==> src/rtl/gpio_bus_arbiter.sv <==
// gpio_bus_arbiter: round-robin arbiter that shares one GPIO/UART peripheral port between two bus masters.
// One transaction at a time, with address-window decode, fixed-latency read capture and per-master ack/err.
`default_nettype none

module gpio_bus_arbiter #(
    parameter logic [31:0] BASE_ADDR = 32'h0000_1000,
    parameter int unsigned PER_LAT   = 1
) (
    input  logic        clk,
    input  logic        rst_n,
    input  logic        m0_req,
    input  logic        m0_we,
    input  logic [31:0] m0_addr,
    input  logic [31:0] m0_wdata,
    output logic        m0_gnt,
    output logic        m0_ack,
    input  logic        m1_req,
    input  logic        m1_we,
    input  logic [31:0] m1_addr,
    input  logic [31:0] m1_wdata,
    output logic        m1_gnt,
    output logic        m1_ack,
    output logic [31:0] rdata,
    output logic        err,
    output logic        p_en,
    output logic        p_store,
    output logic        p_load,
    output logic [31:0] p_addr,
    output logic [31:0] p_wdata,
    input  logic [31:0] p_rdata
);

    typedef enum logic [1:0] {
        S_IDLE  = 2'd0,
        S_ISSUE = 2'd1,
        S_WAIT  = 2'd2,
        S_RESP  = 2'd3
    } state_t;

    localparam logic [2:0] LAT = 3'(PER_LAT);

    state_t      state_q;
    logic        owner_q;
    logic        last_q;
    logic        we_q;
    logic        bad_q;
    logic [2:0]  cnt_q;
    logic        m0_gnt_q, m1_gnt_q, m0_ack_q, m1_ack_q, err_q;
    logic        p_en_q, p_store_q, p_load_q;
    logic [31:0] p_addr_q, p_wdata_q, rdata_q;

    logic        owner_d;
    logic        we_d;
    logic [31:0] addr_d;
    logic [31:0] wdata_d;
    logic        in_win_d;

    // On a tie the master that did not finish the previous transaction wins.
    always_comb begin
        owner_d = m1_req;
        if (m0_req && m1_req) begin
            owner_d = ~last_q;
        end
        we_d     = owner_d ? m1_we    : m0_we;
        addr_d   = owner_d ? m1_addr  : m0_addr;
        wdata_d  = owner_d ? m1_wdata : m0_wdata;
        in_win_d = (addr_d[31:4] == BASE_ADDR[31:4]);
    end

    always_ff @(posedge clk or negedge rst_n) begin
        if (!rst_n) begin
            state_q   <= S_IDLE;
            owner_q   <= 1'b0;
            last_q    <= 1'b1;
            we_q      <= 1'b0;
            bad_q     <= 1'b0;
            cnt_q     <= 3'd0;
            m0_gnt_q  <= 1'b0;
            m1_gnt_q  <= 1'b0;
            m0_ack_q  <= 1'b0;
            m1_ack_q  <= 1'b0;
            err_q     <= 1'b0;
            p_en_q    <= 1'b0;
            p_store_q <= 1'b0;
            p_load_q  <= 1'b0;
            p_addr_q  <= 32'd0;
            p_wdata_q <= 32'd0;
            rdata_q   <= 32'd0;
        end else begin
            m0_gnt_q  <= 1'b0;
            m1_gnt_q  <= 1'b0;
            m0_ack_q  <= 1'b0;
            m1_ack_q  <= 1'b0;
            err_q     <= 1'b0;
            p_en_q    <= 1'b0;
            p_store_q <= 1'b0;
            p_load_q  <= 1'b0;
            p_addr_q  <= 32'd0;
            p_wdata_q <= 32'd0;
            case (state_q)
                S_IDLE: begin
                    if (m0_req || m1_req) begin
                        owner_q  <= owner_d;
                        we_q     <= we_d;
                        bad_q    <= ~in_win_d;
                        m0_gnt_q <= ~owner_d;
                        m1_gnt_q <= owner_d;
                        if (in_win_d) begin
                            p_en_q    <= 1'b1;
                            p_store_q <= we_d;
                            p_load_q  <= ~we_d;
                            p_addr_q  <= addr_d;
                            p_wdata_q <= wdata_d;
                        end
                        state_q <= S_ISSUE;
                    end
                end
                // An out-of-window request passes through here with p_en held low
                // and is acked straight away, two cycles after the request.
                S_ISSUE: begin
                    if (bad_q) begin
                        m0_ack_q <= ~owner_q;
                        m1_ack_q <= owner_q;
                        err_q    <= 1'b1;
                        state_q  <= S_RESP;
                    end else begin
                        cnt_q   <= LAT;
                        state_q <= S_WAIT;
                    end
                end
                S_WAIT: begin
                    if (cnt_q <= 3'd1) begin
                        if (!we_q) begin
                            rdata_q <= p_rdata;
                        end
                        m0_ack_q <= ~owner_q;
                        m1_ack_q <= owner_q;
                        state_q  <= S_RESP;
                    end else begin
                        cnt_q <= cnt_q - 3'd1;
                    end
                end
                S_RESP: begin
                    last_q  <= owner_q;
                    state_q <= S_IDLE;
                end
                default: state_q <= S_IDLE;
            endcase
        end
    end

    assign m0_gnt  = m0_gnt_q;
    assign m1_gnt  = m1_gnt_q;
    assign m0_ack  = m0_ack_q;
    assign m1_ack  = m1_ack_q;
    assign err     = err_q;
    assign p_en    = p_en_q;
    assign p_store = p_store_q;
    assign p_load  = p_load_q;
    assign p_addr  = p_addr_q;
    assign p_wdata = p_wdata_q;
    assign rdata   = rdata_q;

endmodule

`default_nettype wire

==> config.mk <==
export PLATFORM = sky130hd
export DESIGN_NAME = gpio_bus_arbiter
export DESIGN_NICKNAME = d
export VERILOG_FILES = /design/src/rtl/gpio_bus_arbiter.sv
export SDC_FILE = /design/constraint.sdc
export NUM_CORES = 1
export LEC_CHECK = 0
export ABC_AREA = 0
export ABC_CLOCK_PERIOD_IN_PS = 2860
export BUFFER_PORTS_ARGS = -buffer_cell sky130_fd_sc_hd__buf_4
export CAP_MARGIN = 30
export CORE_MARGIN = 3
export CORE_UTILIZATION = 43
export DETAILED_ROUTE_END_ITERATION = 16
export HOLD_SLACK_MARGIN = 0.05
export PLACE_DENSITY_LB_ADDON = 0.15
export SLEW_MARGIN = 0
export SYNTH_ARGS = -nofsm -noshare
export SYNTH_HDL_FRONTEND = slang
export SYNTH_SLANG_ARGS = --single-unit
==> constraint.sdc <==
create_clock -name clk -period 2.86 [get_ports clk]
set_clock_uncertainty 0.1 [all_clocks]
set_input_delay 0.286 -clock clk [delete_from_list [all_inputs] [get_ports clk]]
set_output_delay 0.286 -clock clk [all_outputs]
set_load 0.05 [all_outputs]
==> results of run 1 <==
## placed cells by master, fill, tap and decap left out, types with 4 or more instances in the layout
| cell type | n |
|---|---|
| buf_4 | 273 |
| dfrtp_1 | 112 |
| dlygate4sd3_1 | 107 |
| nand2_1 | 78 |
| a21oi_1 | 36 |
| mux2_2 | 30 |
| conb_1 | 27 |
| clkbuf_16 | 16 |
| nor4_1 | 11 |
| inv_1 | 10 |
| nor2_1 | 7 |
| o21ai_0 | 7 |
| ha_1 | 6 |
| nand4_1 | 4 |
| clkinv_4 | 4 |
## state kept, by name, indices dropped and copies added (netlist names), 2 cells and up
register	cells
cnt_q	3
p_addr	32
p_wdata	32
rdata	32
state_q	2
## critical path, stage by stage (launching register included)
cell	delay [ns]
dfstp_2	0.58
a21boi_4	0.07
nor4_1	0.17
nand4_1	0.14
a221o_2	0.43
buf_4	0.25
a21oi_1	0.20
dlygate4sd3_1	0.62
## power breakdown
| part | leakage [nW] | internal [mW] | switching, mW |
|---|---|---|---|
| registers | 1.42 | 1.93 | 0.228 |
| logic | 2.56 | 0.981 | 1.69 |
| clock network | 0.284 | 1.35 | 0.787 |
| total | 4.27 | 4.26 | 2.70 |
## kinds of logic (layout without fill, tap and decap cells)
family / after synthesis / after routing / share of synthesized area
DFF: 113 / 113 / 0.657
and+or+nand+nor: 112 / 112 / 0.119
AOI/OAI and AO/OA: 58 / 58 / 0.0782
muxes: 35 / 35 / 0.0910
buffers and inverters: 27 / 424 / 0.0364
adders and majority gates: 6 / 6 / 0.0174
other: 1 / 28 / 0.000872
## worst paths after layout
kind	to	slack, ns	cells past startpoint	start
min in group asynchronous	cnt_q[0]	0.31	2	rst_n
max reg2reg	p_wdata[18]	0.23	7	last_q
max in group asynchronous	rdata[10]	1.58	3	rst_n
min reg2reg	m0_ack	0.36	1	owner_q
min	m0_gnt	0.21	3	m1_req
max	p_wdata[18]	0.23	7	last_q
## area by class of cell
class                      instances  area [um^2]
antenna                            1         2.50
clock buffer                      19          432
clock inverter                    13          163
fill                             422         1250
inverter                          10         37.5
multi-input combinational        238         1430
sequential                       113         2830
tap                              129          161
timing repair buffer             382         3150
## per-layer routing
| layer | track usage | part of all wire |
|---|---|---|
| met4 | 0.188 | 0.061 |
| met5 | 0 | 0 |
| met2 | 0.595 | 0.52 |
| met3 | 0.0905 | 0.084 |
| met1 | 0.350 | 0.34 |
## through the flow
stage                     hold slack [ns]  worst slack [ns]   util  std cells  power, mW
after global placement              0.326             0.623  0.690        764       4.58
after global routing                0.238             0.126  0.867        905       7.22
after CTS                           0.176            0.0796  0.866        903       6.84
final                               0.212             0.228  0.867        905       6.97
after detailed placement            0.335             0.542  0.690        764       4.64
after floorplan                    -0.110             0.764      -        378       3.80
## timing repair
item / 4_1_cts / 5_1_grt
setup endpoints to repair: 0 / 29
setup buffers: 0 / 1
gates resized for setup: 0 / 2
hold buffers: 107 / 0
endpoints found under the hold margin: 133 / 0
==> impl_metrics.yaml, run 1 <==
synthesis:
  synthFlopType: "dfrtp_1"
  ys_async_sr_fraction: 1.00
  ys_seq_area_frac: 0.657
  ys_seq_elements: 113
  yosysTopAreaCell: "dfrtp_1"
  synthTopCellsByCount: "dfrtp_1 (112), nand2_1 (78), a21oi_1 (36), mux2_2 (30), nor4_1 (11)"
  syn_area_um2: 4300
  synth_top_area_frac: 0.651
  yosysWarnings: 0
  synth_most_common_cell: "dfrtp_1"
  yosys-top-cells-area: "dfrtp_1 (65%), mux2_2 (7.9%), nand2_1 (6.8%), a21oi_1 (4.2%), buf_6 (1.8%)"
  syn_avg_cell_area_um2: 12.2
  synth_cell_types: 38
  netlist_instances: 352
  synth_edf_count: 0
timing:
  finalCritPeriodShare: 0.920
  hold_viol_final: 0
  fin_setup_tns_ns: 0
  final_max_slew_viol_count: 0
  fmax_ghz: 0.380
  relSlewSlack: 0.445
  worst_slew_pin_slew_ns: 0.833
  rsz0062_at_grt: "false"
  fin_crit_ns: 2.63
  finalSetupViolCount: 0
finish:
  stdcell_area_um2: 8200
  areaGrowthSynthToFinish_pct: 90.7
  drive_gt1_frac: 0.443
  final_nets: 934
min_path:
  hp-class: "input pin to register"
run_status:
  status: "completed"
run:
  cap_viol_max_count: 0
setup_path:
  endpoint_kind: "register"
  cp.arrival_ns: 2.98
  worstSetupPathType: "register to register"
  cp_max_fo: 30
  critPathRequiredTime_ns: 3.21
  startpoint_type: "register"
power_and_ir_drop:
  leakage_nw: 4.27
  vdd_drop_max_v: 0.000523
  power.density_nw_per_um2: 849
clocking:
  cts_max_path_buffers: 2
  htree_levels: 4
  cts_tree: "built"
  cts_sinks: 113
  numCtsBuffers: 17
  clkTransAtPathRegs_ns: 0.06
  insertion_delay_ns: 0.52
  root_buffer: "clkbuf_8"
floorplanning:
  start_util: 0.455
  fp.dieArea_um2: 11200
  core_um2: 9460
  die_h_um: 106
  die_w_um: 106
  rows: 35
  io_pins: 270
detailed_routing:
  wl_um: 18500
  dr.pass1.iters: 8
  drt_iter0_markers: 407
  drtAntennaViolNets: 0
  viasPerCell: 5.10
  post-route-drc-count: 0
  num_vias: 4617
  wire_per_inst_um: 20.4
grt:
  grt_usage: 0.332
  grt_pass1_wl_um: 28100
  overflow: 0
  antenna_found_initial: 1
  grt_pass1_vias: 5055
  grt_max_degree: 65
placement:
  io_buffers: 269
  dpl_cell_area_um2: 6520
  gp_congestion: 0.852
  dp_hpwl_um: 9780
(Power assumes the default switching activity.)
==> inputs of run 2 (changes only) <==
- ABC_CLOCK_PERIOD_IN_PS: 2860 -> 2250
- CORE_UTILIZATION: 43 -> 38
- clock period: 2.86 -> 2.25 ns (I/O delays scaled with it)
==> impl_metrics.yaml, run 2 (same netlist as run 1, synthesis figures left out) <==
detailed_routing:
  topRoutingLayerUsed: "met4"
  wire_per_inst_um: 16.8
  wl_um: 15400
  dr.pass1.iters: 4
  drt-met1-wl_um: 5560
  routed-wl-met3_um: 1180
  num_vias: 4323
  drtAntennaViolNets: 0
  drt_iter0_markers: 319
  viasPerCell: 4.72
  routed-wl-met2_um: 8270
  post-route-drc-count: 0
floorplanning:
  rows: 38
  fp.dieArea_um2: 12600
  core_um2: 10900
  die_w_um: 112
  die_h_um: 112
  io_pins: 270
  start_util: 0.393
clocking:
  insertion_delay_ns: 0.40
  htree_levels: 4
  post_cts_buffers: 0
  root_buffer: "clkbuf_16"
  clkTransAtPathRegs_ns: 0.05
  cts_sinks: 113
  numCtsBuffers: 17
  cts_max_path_buffers: 2
  cts_tree: "built"
min_path:
  hp-start: "m1_we"
  hp-class: "input pin to register"
  hold_path_depth: 3
  whs_endpoint: "p_store"
power_and_ir_drop:
  power.density_nw_per_um2: 1080
  clkPwrFrac: 0.311
  power_mw: 8.93
  seq_power_share: 0.305
  swShare: 0.364
  vdd_drop_max_v: 0.000871
  internal_power_mw: 5.68
  leakage_nw: 4.20
  power.switching_mw: 3.25
  p_comb_frac: 0.384
grt:
  grt_max_degree: 51
  overflow: 0
  grt_pass1_vias: 4781
  grt_usage: 0.245
  grt_pass1_wl_um: 23800
  antenna_found_initial: 0
finish:
  n_antenna_cell: 0
  layout_commonest_cell: "buf_4"
  layout_common_cells: "buf_4 (277), dfrtp_1 (112), dlygate4sd3_1 (105), nand2_1 (78), a21oi_1 (36)"
  final_nets: 936
  areaGrowthSynthToFinish_pct: 92.0
  drive_gt1_frac: 0.445
placement:
  io_buffers: 269
  dp_hpwl_um: 9840
  gp_congestion: 0.865
timing:
  worst_slew_pin_slew_ns: 0.510
  rsz0062_at_grt: "false"
  finalCritPeriodShare: 0.961
  relSlewSlack: 0.656
  hold_viol_final: 0
  fmax_ghz: 0.462
  fin_crit_ns: 2.16
  fin_setup_tns_ns: 0
  final_max_slew_viol_count: 0
  finalSetupViolCount: 0
setup_path:
  cp_max_fo: 32
  cpMaxStageDelayCell: "dfrtp_1"
  cp.buffers_inverters: 2
  cpPeakStageDelay_ns: 0.40
  crit_chain: "inv_1, ha_1, o21ba_2, or2_1, nor3b_4, buf_12, mux2_2"
  r2r_slack_ns: 0.09
  r2r_start: "cnt_q[1]"
  r2r-end: "rdata[3]"
  cp.arrival_ns: 2.34
  critPathRequiredTime_ns: 2.43
  startpoint_type: "register"
  cp.depth: 7
  endpoint_kind: "register"
  worstSetupPathType: "register to register"
  reg2reg_depth: 7
  crit_family: "simple AND/OR/NAND/NOR gates"
run_status:
  status: "completed"
run:
  cap_viol_max_count: 0
==> run 2: worst max path at each step <==
stage	slack, ns	endpoint	start
after floorplan	0.15	rdata[13]	cnt_q[1]
after global placement	0.23	rdata[7]	cnt_q[1]
after detailed placement	0.12	rdata[7]	cnt_q[1]
after CTS	0.10	rdata[7]	cnt_q[1]
after global routing	0.02	rdata[3]	cnt_q[1]
final	0.09	rdata[3]	cnt_q[1]
==> run 2: through the flow <==
stage          utilization  std cells  cell area [um^2]  worst slack (ns)  hold slack, ns
2_1_floorplan            -        378              4400             0.154          -0.171
3_3_place_gp         0.602        780              6590             0.225           0.131
3_5_place_dp         0.602        780              6590             0.117           0.133
4_1_cts              0.755        916              8260             0.102          0.0752
5_1_grt              0.756        916              8260            0.0154           0.108
6_report             0.756        916              8260            0.0872          0.0811
==> run 2: worst reg2reg max path, cell delays in order, from the launching register on <==
cell,delay [ns]
dfrtp_1,0.40
inv_1,0.11
ha_1,0.17
o21ba_2,0.17
or2_1,0.25
nor3b_4,0.22
buf_12,0.23
mux2_2,0.39
==> run 2: final cells by class <==
class / instances / area [um^2]
sequential: 113 / 2830
fill: 694 / 2670
clock inverter: 10 / 159
inverter: 10 / 37.5
multi-input combinational: 238 / 1430
clock buffer: 21 / 460
tap: 140 / 175
timing repair buffer: 384 / 3170
==> run 2: repair_timing <==
action                                  CTS  global route
gates resized for setup                   0             1
endpoints found under the setup margin    0             1
hold endpoints to repair                104             0
hold buffers                            105             0
==> run 2: routing by layer <==
layer,vias to the layer above,track usage
met3,35,0.0722
met5,-,0
met1,2048,0.263
met4,0,0.100
met2,243,0.447
li1,1997,-
==> run 2: power by group through the flow <==
stage | clock [mW] | combinational [mW] | sequential [mW]
after floorplan | 0 | 0.912 | 3.92
after global placement | 0 | 3.17 | 2.73
after detailed placement | 0 | 3.25 | 2.74
after CTS | 2.82 | 3.41 | 2.71
after global routing | 2.92 | 3.63 | 2.78
final | 2.78 | 3.43 | 2.72
